<file path="src/rtl/regfile_pkg.sv">
// Shared widths and write-back source encoding for the register-file write-back path.
package regfile_pkg;
  localparam int XLEN       = 32;
  localparam int NREG       = 32;
  localparam int REG_ADDR_W = 5;

  typedef enum logic {
    WB_SRC_ALU = 1'b0,
    WB_SRC_MEM = 1'b1
  } wb_src_t;
endpackage

</file>
<file path="src/rtl/rr_arbiter2.sv">
// Two-way round-robin grant between ALU and load write-back; grants are combinational (0 cycles).
// A lone requester wins immediately; on contention the source not granted last wins. No grants in reset.
module rr_arbiter2
  import regfile_pkg::*;
(
  input  logic clk,
  input  logic rst,
  input  logic req_alu,
  input  logic req_mem,
  output logic gnt_alu,
  output logic gnt_mem
);

  wb_src_t prio;

  always_comb begin
    gnt_alu = 1'b0;
    gnt_mem = 1'b0;
    if (!rst) begin
      gnt_alu = req_alu && (!req_mem || prio == WB_SRC_ALU);
      gnt_mem = req_mem && (!req_alu || prio == WB_SRC_MEM);
    end
  end

  // Any grant hands priority to the other source, so contention alternates.
  always_ff @(posedge clk) begin
    if (rst) begin
      prio <= WB_SRC_ALU;
    end else if (gnt_alu) begin
      prio <= WB_SRC_MEM;
    end else if (gnt_mem) begin
      prio <= WB_SRC_ALU;
    end
  end

endmodule

</file>
<file path="src/rtl/regfile_wb_arbiter.sv">
// Arbitrates ALU/load write-back into one register-file port (latency 1) and tracks pending writes.
// Readies are combinational from valids; a held request simply waits, and hazard stalls decode.
module regfile_wb_arbiter #(
  parameter int XLEN = regfile_pkg::XLEN,
  parameter int NREG = regfile_pkg::NREG
) (
  input  logic                              clk,
  input  logic                              rst,
  input  logic                              alu_valid,
  input  logic [regfile_pkg::REG_ADDR_W-1:0] alu_rd,
  input  logic [XLEN-1:0]                   alu_data,
  output logic                              alu_ready,
  input  logic                              mem_valid,
  input  logic [regfile_pkg::REG_ADDR_W-1:0] mem_rd,
  input  logic [XLEN-1:0]                   mem_data,
  output logic                              mem_ready,
  input  logic                              issue_valid,
  input  logic [regfile_pkg::REG_ADDR_W-1:0] issue_rd,
  input  logic [regfile_pkg::REG_ADDR_W-1:0] rs1,
  input  logic [regfile_pkg::REG_ADDR_W-1:0] rs2,
  output logic                              hazard,
  output logic [NREG-1:0]                   busy,
  output logic                              WE3,
  output logic [regfile_pkg::REG_ADDR_W-1:0] A3,
  output logic [XLEN-1:0]                   WD3
);

  logic                              gnt_alu;
  logic                              gnt_mem;
  logic [regfile_pkg::REG_ADDR_W-1:0] sel_rd;
  logic [XLEN-1:0]                   sel_data;
  logic [NREG-1:0]                   busy_nxt;

  rr_arbiter2 u_arb (
    .clk     (clk),
    .rst     (rst),
    .req_alu (alu_valid),
    .req_mem (mem_valid),
    .gnt_alu (gnt_alu),
    .gnt_mem (gnt_mem)
  );

  assign alu_ready = gnt_alu;
  assign mem_ready = gnt_mem;
  assign sel_rd    = gnt_mem ? mem_rd   : alu_rd;
  assign sel_data  = gnt_mem ? mem_data : alu_data;

  // Writes to x0 are consumed but never reach the register file.
  always_ff @(posedge clk) begin
    if (rst) begin
      WE3 <= 1'b0;
      A3  <= '0;
      WD3 <= '0;
    end else if (gnt_alu || gnt_mem) begin
      WE3 <= (sel_rd != '0);
      A3  <= sel_rd;
      WD3 <= sel_data;
    end else begin
      WE3 <= 1'b0;
    end
  end

  // Clear before set so a same-edge issue to the register being written stays pending.
  always_comb begin
    busy_nxt = busy;
    if (WE3) begin
      busy_nxt[A3] = 1'b0;
    end
    if (issue_valid && issue_rd != '0) begin
      busy_nxt[issue_rd] = 1'b1;
    end
    busy_nxt[0] = 1'b0;
  end

  always_ff @(posedge clk) begin
    if (rst) begin
      busy <= '0;
    end else begin
      busy <= busy_nxt;
    end
  end

  assign hazard = busy[rs1] | busy[rs2];

endmodule

</file>
<file path="config.mk">
export PLATFORM = sky130hd
export DESIGN_NAME = regfile_wb_arbiter
export DESIGN_NICKNAME = d
export VERILOG_FILES = /design/src/rtl/regfile_pkg.sv /design/src/rtl/rr_arbiter2.sv /design/src/rtl/regfile_wb_arbiter.sv
export SDC_FILE = /design/constraint.sdc
export NUM_CORES = 1
export LEC_CHECK = 0
export CAP_MARGIN = 20
export CORE_ASPECT_RATIO = 1.2
export CORE_UTILIZATION = 41
export DETAILED_ROUTE_END_ITERATION = 6
export HOLD_SLACK_MARGIN = 0.06
export PLACE_DENSITY = 0.8
export SYNTH_ARGS = -nofsm -noshare
export SYNTH_HDL_FRONTEND = slang
export SYNTH_SLANG_ARGS = --single-unit
</file>
<file path="constraint.sdc">
create_clock -name clk -period 1.9 [get_ports clk]
set_input_delay 0.19 -clock clk [delete_from_list [all_inputs] [get_ports clk]]
set_output_delay 0.19 -clock clk [all_outputs]
set_load 0.03 [all_outputs]
</file>
==> impl_metrics.yaml, run 1 <==
synthesis:
  yosys-top-cells-area: "dfxtp_1 (40%), nand2_1 (11%), a311oi_1 (8.5%)"
  synth_cells: 427
  ys_warn_count: 0
  seq_area_frac_synth_pct: 39.80
  synth_area_um2: 3521
  synth_nets: 521
  yosysUniqueCellTypes: 40
  synth-seq-cells: 70
  yosys.area.top_type: "dfxtp_1"
  synth_area_per_cell_um2: 8.246
  netlist.area_leader.share_pct: 39.80
layout:
  nFillCells: 626
  drive_above_1_share_pct: 15.63
  multi_input_area_um2: 1989
  layout_commonest_cell: "clkdlybuf4s50_1"
  final_area_um2: 5907
  num-nets-final: 716
  layout_common_cells: "clkdlybuf4s50_1 (155), nand2_1 (103), dfxtp_1 (62), nor2_1 (48), buf_4 (47)"
  ff_latch_area_um2: 1411
  diodes: 0
  area_delta_synth_final_pct: 67.77
clocking:
  postCtsSetupBuffers: 0
  clkTransAtPathRegs_ns: 0.07
  cts_tree: "built"
  clock_sinks: 70
  htreeDepth: 3
  cts_inserted_buffers: 9
  root_buffer: "clkbuf_8"
  clock_latency_ns: 0.35
  cts.path.max_buffers: 2
timing:
  holdWs_ns: 0.1393
  clock_skew_ns: 0.007734
  finalSetupViolCount: 1
  clock.fmax_ghz: 0.4803
  slew_violations: 0
  post-route-min-period_ns: 2.082
  rsz0062_at_grt: "yes"
  setup_slack_ns: -0.1819
  final.setup.tns_ns: -0.1819
  hold_viol_final: 0
  min_period_over_period_pct: 109.6
drt:
  totalWireLength_um: 12140
  antenna_left: 0
  via_count: 4054
  firstDrtPassIters: 4
  drc: 0
  drt_iter0_markers: 278
  routed_via_density: 5.471
  wl_per_cell_um: 16.39
setup_path:
  cp.buffers_inverters: 1
  r2r_cells: 3
  cp_slowest_cell: "mux4_1"
  path_depth: 6
  end_kind: "primary output"
  critPathKind: "reg2out"
  max_stage_delay_ns: 0.51
  required_ns: 1.71
  crit_path_start_kind: "register"
  worst-path-max-fanout: 4
  arrival_ns: 1.89
  critical-path-top-delay-family: "multiplexers"
  path_cells: "mux4_1 -> mux2i_1 -> nor3b_1 -> a31oi_4 -> o2111ai_2 -> buf_6"
grt:
  antenna_found_initial: 0
  grt_usage_pct: 27.47
  grt_pass1_wl_um: 19200
  grt_max_degree: 55
  grt_pass1_vias: 4055
  grt-ovfl-total: 0
die:
  core_um2: 8243
  die_x_um: 86.60
  dieHeight_um: 103.5
  die_area_um2: 8964
  std_cell_rows: 36
  start_util_pct: 42.71
  ios: 167
pwr:
  power_leakage_nw: 2.304
  cellPowerDensity_nw_per_um2: 696.1
  peakVddDrop_v: 0.0004706
  power_mw: 4.112
min_path:
  worst_hold_path_type: "in2reg"
  hold_path_depth: 3
placed_design:
  gp_congestion: 0.9558
  port_buffers: 165
  place.detailed.hpwl_um: 9277
  place_ws_ns: -0.8095
  dpl_cell_area_um2: 5582
status:
  outcome: "complete, but fails checks"
  violations: "setup timing"
flow_run:
  drv_cap: 0
==> layer usage <==
metal	wire length (um)	GRT usage (%)
met4	263	10.83
met3	1258	11.31
met5	0	0
met2	6137	48.02
met1	4485	28.77
==> state kept, by name, indices dropped and copies added, names as in the netlist <==
name        flops
WD3            32
busy           31
A3              5
WE3             1
u_arb.prio      1
==> worst paths after layout <==
path / startpoint / end / slack, ns
max: busy[10] / hazard / -0.18
min: rst / u_arb.prio / 0.14
max reg2reg: A3[4] / busy[16] / 0.35
min reg2reg: u_arb.prio / u_arb.prio / 0.49
==> report_power, final <==
group | switching, mW | leakage [nW] | internal (mW)
clock | 0.574 | 0.132 | 1.04
sequential | 0.0557 | 0.578 | 1.54
combinational | 0.456 | 1.59 | 0.447
==> cell families (layout without fill, tap and decap cells) <==
group	Yosys count	after routing	synth area share [%]
AO/OA/AOI/OAI	109	109	19.90
buffers and inverters	36	236	4.655
flip-flops	70	70	39.80
multiplexers	23	23	12.22
other	1	1	0.1065
AND/OR/NAND/NOR	188	188	23.31
==> what timing repair did <==
| action | in CTS | in global routing |
|---|---|---|
| setup endpoints to repair | 1 | 3 |
| hold buffers | 0 | 0 |
| gates resized for setup | 18 | 16 |
| pin swaps | 2 | 6 |
==> layout make-up <==
cell class | instances | area share [%]
clock buffer | 10 | 2.330
clock inverter | 6 | 2.245
inverter | 2 | 0.1271
multi-input combinational | 321 | 33.68
sequential | 70 | 23.89
tap | 114 | 2.415
timing repair buffer | 218 | 35.31
==> Yosys cell counts <==
library cell and count:
conb_1 1, o311a_1 1, mux4_2 8, a21boi_0 1
buf_1 4, inv_1 1, or3b_2 2, mux4_1 6
nor2b_1 1, o2111ai_1 1, and2_1 1, a311oi_1 34
mux2_2 2, inv_2 1, nand2b_1 1, nand4_1 1
o21ai_0 32, nor3b_1 5, a21oi_1 33, or4_1 2
buf_2 13, buf_4 1, and3b_1 3, clkbuf_1 14
a211oi_1 4, nand3_1 5, buf_6 1, and3_1 2
nand2_1 103, and2b_1 1, clkbuf_2 1, mux2i_1 7
a31oi_1 1, nor3_1 2, dfxtp_1 70, o211ai_1 1
nand3b_1 9, o21a_1 1, or3_1 1, nor2_1 49
==> through the flow <==
stage	cells	utilization, %
2_1_floorplan	427	-
3_3_place_gp	725	67.71
3_5_place_dp	725	67.71
4_1_cts	741	70.95
5_1_grt	741	71.66
6_report	741	71.66
==> worst register-to-register path: cells and delay by family, from the launching register on <==
kind / cells / cell delay, ns
DFF: 1 / 0.53
AOI/OAI and AO/OA: 2 / 0.35
and+or+nand+nor: 1 / 0.54
Note: power is estimated with default switching activity, not from simulation.
==> inputs of run 2 (changes only) <==
- CORE_UTILIZATION: 41 -> 45
- CTS_CLUSTER_SIZE: not set -> 16
- DONT_BUFFER_PORTS: not set -> 1
- PLACE_DENSITY: 0.8 -> 0.6
==> impl_metrics.yaml, run 2 (synthesis gave the netlist of run 1 again) <==
clocking:
  clock_latency_ns: 0.35
  cts_inserted_buffers: 9
  cts_tree: "built"
  htreeDepth: 3
  clkTransAtPathRegs_ns: 0.08
  root_buffer: "clkbuf_8"
  postCtsSetupBuffers: 0
  cts.path.max_buffers: 2
  clock_sinks: 70
pwr:
  cellPowerDensity_nw_per_um2: 768.0
  p_clk_share_pct: 39.9
  seqPwrFrac_pct: 45.6
  power_frac_comb_pct: 14.5
  intPower_mw: 2.715
  peakVddDrop_v: 0.0006138
  swShare_pct: 27.80
  power_leakage_nw: 1.907
  p_switching_mw: 1.046
  power_mw: 3.761
die:
  die_area_um2: 8183
  die_x_um: 82.75
  dieHeight_um: 98.90
  ios: 167
  std_cell_rows: 34
  core_um2: 7402
  start_util_pct: 47.57
grt:
  grt_max_degree: 70
  grt_usage_pct: 29.43
  grt_pass1_wl_um: 18270
  busiest_layer: "met2"
  grt-ovfl-total: 0
  grt_use_met2_pct: 52.33
  grt_pass1_vias: 3636
  grt.met3_usage_pct: 8.148
  grt_use_met1_pct: 32.08
  antenna_found_initial: 0
timing:
  holdWs_ns: 0.07212
  setup_slack_ns: -0.1747
  clock_skew_ns: 0.009612
  post-route-min-period_ns: 2.075
  rsz0062_at_grt: "yes"
  slew_headroom_pct: 56.31
  tightest_slew_ns: 0.6545
  slew_violations: 0
  min_period_over_period_pct: 109.2
  clock.fmax_ghz: 0.4820
  hold_viol_final: 0
  finalSetupViolCount: 1
drt:
  totalWireLength_um: 11680
  wl_per_cell_um: 18.84
  drc: 0
  firstDrtPassIters: 4
  antenna_left: 0
  via_count: 3607
  routed_via_density: 5.818
  drt_iter0_markers: 278
layout:
  drive_above_1_share_pct: 16.98
  largest_reg_flops: 32
  finish.utilization_pct: 66.16
  layout_commonest_cell: "nand2_1"
  area_delta_synth_final_pct: 39.09
  diodes: 0
  layout.cells.non_filler: 620
  top_register: "WD3"
  largestRegisters: "WD3: 32 flops, busy: 31 flops, A3: 5 flops"
  num-nets-final: 619
  layout_common_cells: "nand2_1 (103), dlygate4sd3_1 (74), dfxtp_1 (63), nor2_1 (48), buf_4 (41)"
status:
  violations: "setup timing"
  outcome: "complete, but fails checks"
placed_design:
  port_buffers: 0
  place_ws_ns: 0.1580
  place.detailed.hpwl_um: 7266
  gp_congestion: 0.7834
  dp_cells: 529
setup_path:
  rr_startpoint: "u_arb.prio"
  critPathKind: "reg2out"
  r2r_cells: 6
  reg2reg_setup_slack_ns: 0.35
  cp-startpoint: "busy[27]"
  worst-path-max-fanout: 3
  arrival_ns: 1.88
  end_kind: "primary output"
  cp-endpoint: "hazard"
  required_ns: 1.71
  crit_path_start_kind: "register"
  r2r-end: "WD3[20]"
flow_run:
  drv_cap: 0
min_path:
  worst_hold_path_type: "in2reg"
run 2: power by group through the flow:
stage	clock network, mW	registers [mW]	logic (mW)
floorplan	0	1.76	0.296
global placement	0	1.74	0.365
detailed placement	0	1.75	0.373
CTS	1.50	1.71	0.524
global route	1.57	1.72	0.596
finish	1.50	1.72	0.547
run 2: metrics by stage:
stage	instance area [um^2]	TNS, ns
6_report	4897	-0.1747
2_1_floorplan	3521	0
3_3_place_gp	3830	0
5_1_grt	4897	-0.2570
3_5_place_dp	3830	0
4_1_cts	4863	-0.1802
run 2: what timing repair did:
item | in CTS | in global routing
hold buffers | 75 | 0
resized for setup | 6 | 16
endpoints found under the hold margin | 70 | 0
setup endpoints to repair | 1 | 1
pin swaps | 3 | 6
run 2: final cells by class:
class                   count  area [um^2]
flip-flops and latches     70         1410
inverters                   2        7.507
repair buffers            121         1132
clock inverters             5        106.4
clock buffers              11        141.4
well taps                  90        112.6
fillers                   606         2505
multi-input cells         321         1987
run 2: worst min path at each step:
stage / start / endpoint / slack (ns) / depth (start not counted)
finish: issue_rd[3] / busy[6] / 0.07 / 3
global route: issue_rd[2] / busy[27] / 0.07 / 3
CTS: issue_rd[3] / busy[6] / 0.07 / 3
detailed placement: rst / WD3[26] / 0.27 / 1
global placement: rst / busy[26] / 0.27 / 1
floorplan: alu_valid / u_arb.prio / 0.30 / 1
run 2: worst max-delay path, stage by stage, from the launching register on:
cell	delay, ns
dfxtp_2	0.34
buf_6	0.14
mux4_2	0.50
nand3b_1	0.10
nand4_1	0.09
nand3_1	0.11
o2111ai_2	0.10
buf_6	0.16
run 2: routing by layer:
layer	vias up	routed length, um
met4	0	267
met3	24	888
li1	1729	-
met2	163	6180
met5	-	0
met1	1691	4342
==> inputs of run 3 (changes only) <==
- CTS_CLUSTER_DIAMETER: not set -> 150
- clock period: 1.9 -> 2.3 ns (I/O delays scaled with it)
==> impl_metrics.yaml, run 3 (synthesis gave the netlist of run 1 again) <==
setup_path:
  end_kind: "primary output"
  rr_startpoint: "u_arb.prio"
  reg2reg_setup_slack_ns: 0.23
  arrival_ns: 1.96
  cp-startpoint: "busy[7]"
  r2r-end: "WD3[9]"
  cp-endpoint: "hazard"
  critPathKind: "reg2out"
  r2r_cells: 6
  required_ns: 2.07
  cp_slowest_cell: "dfxtp_1"
  crit_path_start_kind: "register"
  max_stage_delay_ns: 0.56
  worst-path-max-fanout: 4
  path_cells: "mux4_1 -> nor2b_1 -> or4_1 -> o2111ai_4"
grt:
  grt_pass1_vias: 3434
  grt_pass1_wl_um: 16540
  antenna_found_initial: 0
  grt_usage_pct: 26.90
  grt-ovfl-total: 0
  grt_max_degree: 76
timing:
  min_period_over_period_pct: 95.40
  slew_headroom_pct: 51.77
  clock.fmax_ghz: 0.4558
  final.setup.tns_ns: 0
  post-route-min-period_ns: 2.194
  finalSetupViolCount: 0
  tightest_slew_ns: 0.7208
  hold_viol_final: 0
  slew_violations: 0
  clock_skew_ns: 0.008490
  holdWs_ns: 0.08580
  rsz0062_at_grt: "no"
layout:
  drive_above_1_share_pct: 11.16
  layout_commonest_cell: "nand2_1"
  nFillCells: 641
  area_delta_synth_final_pct: 30.06
  finish.utilization_pct: 61.87
  layout_common_cells: "nand2_1 (103), dlygate4sd3_1 (68), dfxtp_1 (63), nor2_1 (48), a311oi_1 (34)"
  top_register: "WD3"
  diodes: 0
  largest_reg_flops: 32
  largestRegisters: "WD3: 32 flops, busy: 31 flops, A3: 5 flops"
  num-nets-final: 583
die:
  start_util_pct: 47.57
  dieHeight_um: 98.90
  std_cell_rows: 34
  die_x_um: 82.75
  die_area_um2: 8183
  core_um2: 7402
  ios: 167
min_path:
  worst_hold_path_type: "in2reg"
drt:
  firstDrtPassIters: 5
  routed_via_density: 5.895
  drt_iter0_markers: 142
  via_count: 3437
  drc: 0
  wl_per_cell_um: 18.58
  totalWireLength_um: 10830
  antenna_left: 0
clocking:
  clock_sinks: 70
  cts_tree: "built"
  clkTransAtPathRegs_ns: 0.07
  root_buffer: "clkbuf_8"
  htreeDepth: 3
  cts.path.max_buffers: 2
  postCtsSetupBuffers: 0
  clock_latency_ns: 0.34
  cts_inserted_buffers: 9
pwr:
  cellPowerDensity_nw_per_um2: 646.5
  peakVddDrop_v: 0.0004220
  swShare_pct: 27.51
  intPower_mw: 2.146
  power_leakage_nw: 1.789
  p_clk_share_pct: 37.5
  p_switching_mw: 0.8146
  power_mw: 2.961
  seqPwrFrac_pct: 48.7
  power_frac_comb_pct: 13.9
placed_design:
  gp_congestion: 0.8184
  port_buffers: 0
  place.detailed.hpwl_um: 7038
flow_run:
  drv_cap: 0
status:
  outcome: "completed"
-- run 3: changes by cell type in the layout (fill, tap and decap cells not counted), sizes merged --
cell,delta
buf,-30
dlygate4sd3,-6
bufinv,-1
clkinv,+1
clkinvlp,-1
-- run 3: worst min path at each step --
| stage | start | depth (start not counted) | slack, ns | end |
|---|---|---|---|---|
| 2_1_floorplan | alu_valid | 1 | 0.34 | u_arb.prio |
| 3_3_place_gp | rst | 1 | 0.31 | WD3[0] |
| 3_5_place_dp | rst | 1 | 0.31 | WD3[26] |
| 4_1_cts | mem_valid | 2 | 0.07 | u_arb.prio |
| 5_1_grt | mem_valid | 2 | 0.08 | u_arb.prio |
| 6_report | mem_valid | 2 | 0.09 | u_arb.prio |
-- run 3: what timing repair did --
item,CTS,global route
endpoints found under the hold margin,70,0
hold buffers,69,0
resized for setup,1,9
setup endpoints to repair,1,1
pin swaps,0,1
-- run 3: layout make-up --
class	instances	area, um^2	share of cell area (%)
Multi-Input combinational cell	321	1987	43.39
Sequential cell	70	1410	30.79
Timing Repair Buffer	85	840.8	18.36
Clock buffer	11	151.4	3.306
Tap cell	90	112.6	2.459
Clock inverter	4	70.07	1.530
Inverter	2	7.507	0.1639
-- run 3: power groups by stage --
stage | sequential [mW] | clock (mW) | combinational [mW]
floorplan | 1.45 | 0 | 0.244
global placement | 1.47 | 0 | 0.261
detailed placement | 1.47 | 0 | 0.267
CTS | 1.44 | 1.13 | 0.399
global route | 1.45 | 1.19 | 0.450
finish | 1.44 | 1.11 | 0.410
-- run 3: through the flow --
| step | setup slack, ns | instance area, um^2 | cells |
|---|---|---|---|
| 6_report | 0.1058 | 4579 | 583 |
| 3_5_place_dp | 0.3278 | 3617 | 499 |
| 2_1_floorplan | 0.3774 | 3521 | 427 |
| 3_3_place_gp | 0.3627 | 3617 | 499 |
| 4_1_cts | 0.01883 | 4553 | 583 |
| 5_1_grt | 0.006058 | 4579 | 583 |
-- run 3: critical path, delay by kind of cell, from the launching register on --
family             cells  cell delay (ns)
muxes                  1             0.30
and+or+nand+nor        2             0.56
DFF                    1             0.56
AOI/OAI and AO/OA      1             0.19
-- run 3: per-layer routing --
| metal | up-vias | global-route usage [%] | wire length, um |
|---|---|---|---|
| met4 | 0 | 9.416 | 172 |
| met5 | - | 0 | 0 |
| met2 | 160 | 49.12 | 5736 |
| met1 | 1608 | 28.00 | 3965 |
| li1 | 1654 | - | - |
| met3 | 15 | 8.426 | 958 |
